$ cat config.mk
export PLATFORM = sky130hd
export DESIGN_NAME = mem_access_unit
export DESIGN_NICKNAME = d
export VERILOG_FILES = /design/src/rtl/mem_access_unit.sv
export SDC_FILE = /design/constraint.sdc
export NUM_CORES = 1
export LEC_CHECK = 0
export CORE_ASPECT_RATIO = 0.7
export CORE_MARGIN = 4
export CORE_UTILIZATION = 36
export CTS_CLUSTER_DIAMETER = 200
export DETAILED_ROUTE_END_ITERATION = 16
export PLACE_DENSITY = 0.81
export SETUP_SLACK_MARGIN = 0.15
export SLEW_MARGIN = 20
export SYNTH_ARGS = -nofsm -noshare
export SYNTH_HDL_FRONTEND = slang
export SYNTH_SLANG_ARGS = --single-unit
$ cat constraint.sdc
create_clock -name clk -period 2.52 [get_ports clk]
set_input_delay 0.504 -clock clk [delete_from_list [all_inputs] [get_ports clk]]
set_output_delay 0.504 -clock clk [all_outputs]
set_load 0.05 [all_outputs]
$ cat src/rtl/mem_access_unit.sv
// mem_access_unit
//   MEM-stage consumer of the EXE/MEM pipeline register. Turns load/store
//   control into a req/ack transaction on the data-memory port. It holds the
//   pipeline frozen while an access is outstanding and registers the results
//   into the MEM/WB boundary.
//
//   State | meaning
//   ------+--------------------------------------------------------------
//   IDLE  | no access outstanding; a new op issues mem_req this cycle
//   ACCESS| request outstanding, waiting for mem_ack or the timeout
//
// Ports
//   clk, rst                  clock, asynchronous active-low reset
//   wb_en_in .. dest_in       EXE/MEM register outputs
//   mem_req/we/addr/wdata     data-memory request side (combinational)
//   mem_ack, mem_rdata        data-memory completion side
//   freeze                    stall for upstream stages (combinational)
//   *_out                     registered MEM/WB boundary
//   mem_err                   sticky: timeout or simultaneous read/write seen
module mem_access_unit #(
  parameter logic [31:0] BASE_ADDR = 32'd1024,
  parameter int          AW        = 6,
  parameter int          TIMEOUT   = 16
) (
  input  logic          clk,
  input  logic          rst,
  input  logic          wb_en_in,
  input  logic          mem_r_en_in,
  input  logic          mem_w_en_in,
  input  logic [31:0]   alu_res_in,
  input  logic [31:0]   val_rm_in,
  input  logic [3:0]    dest_in,
  output logic          mem_req,
  output logic          mem_we,
  output logic [AW-1:0] mem_addr,
  output logic [31:0]   mem_wdata,
  input  logic          mem_ack,
  input  logic [31:0]   mem_rdata,
  output logic          freeze,
  output logic          wb_en_out,
  output logic          mem_r_en_out,
  output logic [31:0]   alu_res_out,
  output logic [31:0]   mem_rdata_out,
  output logic [3:0]    dest_out,
  output logic          mem_err
);

  localparam int CW = $clog2(TIMEOUT + 1);
  localparam logic [CW-1:0] CNT_LAST = CW'(TIMEOUT - 1);

  typedef enum logic {IDLE, ACCESS} state_t;

  state_t        state;
  logic [CW-1:0] cnt;
  logic [31:0]   offset;
  logic          mem_op;
  logic          is_load;
  logic          rw_conflict;
  logic          timeout;
  logic          acked;
  logic          complete;

  assign mem_op      = mem_r_en_in | mem_w_en_in;
  // A simultaneous read and write is executed as a write.
  assign is_load     = mem_r_en_in & ~mem_w_en_in;
  assign rw_conflict = mem_r_en_in & mem_w_en_in;

  // The IDLE cycle that issues the request counts as the first waiting
  // cycle, so the count (cleared on entering ACCESS) lags by one and the
  // request is abandoned after TIMEOUT cycles of mem_req.
  assign timeout  = (state == ACCESS) && (cnt == CNT_LAST);

  // Gating with rst drops the request immediately on an async reset.
  assign mem_req  = rst & mem_op & ~timeout;
  assign acked    = mem_req & mem_ack;
  assign freeze   = mem_req & ~mem_ack;
  assign complete = ~mem_op | acked | timeout;

  assign offset    = alu_res_in - BASE_ADDR;
  assign mem_addr  = offset[AW+1:2];
  assign mem_we    = mem_w_en_in;
  assign mem_wdata = (mem_req && mem_w_en_in) ? val_rm_in : 32'd0;

  always_ff @(posedge clk or negedge rst) begin
    if (!rst) begin
      state         <= IDLE;
      cnt           <= '0;
      wb_en_out     <= 1'b0;
      mem_r_en_out  <= 1'b0;
      alu_res_out   <= 32'd0;
      mem_rdata_out <= 32'd0;
      dest_out      <= 4'd0;
      mem_err       <= 1'b0;
    end else begin
      if (timeout || (mem_req && rw_conflict))
        mem_err <= 1'b1;

      case (state)
        IDLE: begin
          if (mem_op && !mem_ack) begin
            state <= ACCESS;
            cnt   <= '0;
          end
        end
        ACCESS: begin
          if (complete)
            state <= IDLE;
          else if (cnt != CNT_LAST)
            cnt <= cnt + 1'b1;
        end
        default: state <= IDLE;
      endcase

      if (complete) begin
        wb_en_out     <= wb_en_in;
        mem_r_en_out  <= is_load;
        alu_res_out   <= alu_res_in;
        dest_out      <= dest_in;
        mem_rdata_out <= (is_load && acked) ? mem_rdata : 32'd0;
      end else begin
        // Bubble into write-back while stalled; data fields hold.
        wb_en_out    <= 1'b0;
        mem_r_en_out <= 1'b0;
      end
    end
  end

endmodule

==> out/qor.yml <==
yosys_warnings: 0
port_buffers: 217
diodes: 0
dr_total_vias: 2967
p_per_area_nw_per_um2: 622.8
finalNetCount: 573
fillers: 556
synth-simple-area-share_pct: 8.305
worstSetupEndpointType: "output port"
skew_ns: 0.009496
critPathLaunchType: "flop"
clockRootBuffer: "clkbuf_16"
status: "finished with violations"
synth_area_leaders: "dfrtp_1 (59%), mux2_2 (12%), and3_1 (6.3%), a22o_2 (5.8%), a22o_1 (3.5%)"
die_w_um: 122.2
gp_congestion: 0.8108
critPathMaxFanout: 8
worst_skew_pair.late_latency_ns: 0.33
synthMuxAreaShare_pct: 13.26
num_io_pins: 218
postSynthCellCount: 237
finalCritPeriodShare_pct: 104.2
synth_compound_area_share_pct: 12.99
synth-edff-count: 0
timing.fmax_ghz: 0.3808
cts_buffer_depth: 2
synthFlopType: "dfrtp_1"
ir_worst_vdd_v: 0.0005447
initial_utilization_pct: 37.96
dieArea_um2: 10740
tritoncts: "done"
criticalPathCategory: "flop to output port"
worst_pin_slew_ns: 0.5571
numClockSinks: 77
ys_seq_area_share_pct: 58.67
grt_max_degree: 40
syn_avg_cell_area_um2: 13.86
synth.most_common_cell: "dfrtp_1"
synth_seq_cells: 77
cts_hold_buffers: 0
critPathArrivalTime_ns: 2.12
synthTopCellsByCount: "dfrtp_1 (77), mux2_2 (36), and3_1 (33), a22o_2 (19)"
hpwl_mm: 8.601
slew_violations: 0
synth_nets: 345
worstHoldPathType: "input pin to asynchronous set/reset pin"
grt_pass1_vias: 3196
synth_top_family_by_area: "multiplexers"
setup_viol: 33
overflow: 0
areaGrowthSynthToFinish_pct: 100.6
maxSlewHeadroom_pct: 62.75
netlist_area_um2: 3284
maxCapViolations: 0
synth_top_area_cell: "dfrtp_1"
htreeDepth: 3
async_flop_share_pct: 100.0
yosysTopAreaCellShare_pct: 58.67
grt_pass1_wl_mm: 18.06
drc: 0
synth_cell_types: 28
drive_gt1_share_pct: 38.30
routedWlPerCell_um: 21.19
gr-usage-all-layers_pct: 22.27
clkTransAtPathRegs_ns: 0.06
post-route-min-period_ns: 2.626
vias_per_cell: 5.029
leakagePower_nw: 2.814
setup_slack_ns: -0.1061
cp.required_ns: 2.02
failed_checks: "setup timing"
synth-xor-area-share_pct: 0
drtIter0Drc: 172
postRouteAntennaNets: 0
die_h_um: 87.92
tns_ns: -2.614
antenna_found_initial: 0
rows: 28
rsz0062_at_grt: "yes"
coreArea_um2: 8653
routed_wl_mm: 12.50
hold_viol: 0
firstDrtPassIters: 4
power_mw: 4.103
cts_buffers: 9
synthAdderAreaFrac_pct: 0.7619
==> registers in the layout, indices dropped and copies added (netlist names) <==
name / cells
alu_res_out: 32
mem_rdata_out: 32
cnt: 5
dest_out: 4
mem_err: 1
mem_r_en_out: 1
state: 1
wb_en_out: 1
==> layout make-up <==
class	instances	area, µm²	area share [%]
clock buffer	9	225.2	3.419
multi-input combinational	128	1361	20.66
sequential	77	1927	29.25
timing repair buffer	243	2823	42.85
inverter	6	22.52	0.3419
tap	120	150.1	2.279
clock inverter	7	78.83	1.197
==> final timing paths <==
kind / from / to / slack, ns / cells past startpoint
min: rst / alu_res_out[16] / 0.06 / 1
min in group clk: alu_res_out[1] / alu_res_out[1] / 0.50 / 1
max reg2reg: cnt[0] / dest_out[2] / 0.24 / 10
max in group asynchronous: rst / alu_res_out[0] / 1.69 / 2
min reg2reg: alu_res_out[1] / alu_res_out[1] / 0.50 / 1
max: cnt[0] / mem_wdata[7] / -0.11 / 9
==> placed cells by master, fill, tap and decap left out, types with 2 or more instances in the layout <==
| cell | n |
|---|---|
| a221oi_1 | 2 |
| nand2_1 | 2 |
| inv_6 | 4 |
| clkdlybuf4s50_1 | 175 |
| mux2_2 | 36 |
| nand2b_1 | 3 |
| buf_12 | 39 |
| buf_6 | 4 |
| a22o_1 | 13 |
| clkbuf_16 | 10 |
| buf_4 | 22 |
| mux2i_1 | 3 |
| inv_1 | 5 |
| dfrtp_1 | 77 |
| buf_16 | 2 |
| o22ai_1 | 2 |
| and3_4 | 32 |
| a22o_2 | 19 |
| a211o_1 | 2 |
==> layer usage <==
| layer | track usage [%] | routed length (µm) | up-vias |
|---|---|---|---|
| li1 | - | - | 1320 |
| met4 | 7.317 | 338 | 0 |
| met1 | 26.17 | 4713 | 1481 |
| met5 | 0 | 0 | - |
| met2 | 39.23 | 6593 | 135 |
| met3 | 6.972 | 855 | 31 |
==> metrics by stage <==
stage / instances / util [%] / worst slack [ns] / instance area [µm²] / hold slack [ns]
2_1_floorplan: 237 / - / 0.1614 / 3293 / 0.2084
6_report: 590 / 76.13 / -0.1061 / 6588 / 0.06267
3_3_place_gp: 558 / 68.02 / 0.2873 / 5886 / 0.4110
4_1_cts: 585 / 75.26 / -0.05853 / 6513 / 0.05284
3_5_place_dp: 558 / 68.02 / 0.2024 / 5886 / 0.4157
5_1_grt: 590 / 76.13 / -0.1729 / 6588 / 0.05923
==> cells by family after synthesis <==
logic type                 Yosys count
adders and majority gates            2
buffers and inverters               32
and+or+nand+nor                     44
AOI/OAI and AO/OA                   43
muxes                               39
DFF                                 77
==> critical path: stages, from the launching register on <==
cell	delay, ns
dfrtp_1	0.38
ha_2	0.20
inv_2	0.09
nor3_4	0.05
ha_4	0.18
a21boi_4	0.24
buf_6	0.17
clkbuf_16	0.15
and3_4	0.20
buf_12	0.13
==> report_power, final <==
| part | internal [mW] | switching, mW |
|---|---|---|
| Clock | 0.780 | 0.516 |
| Sequential | 1.35 | 0.0690 |
| Combinational | 0.618 | 0.765 |
==> timing repair <==
item	4_1_cts	5_1_grt
endpoints found under the setup margin	34	34
resized for setup	42	3
gates cloned	2	1
pin swaps	17	15
buffers inserted	9	4
No activity file was read; power rests on OpenSTA's default activity.
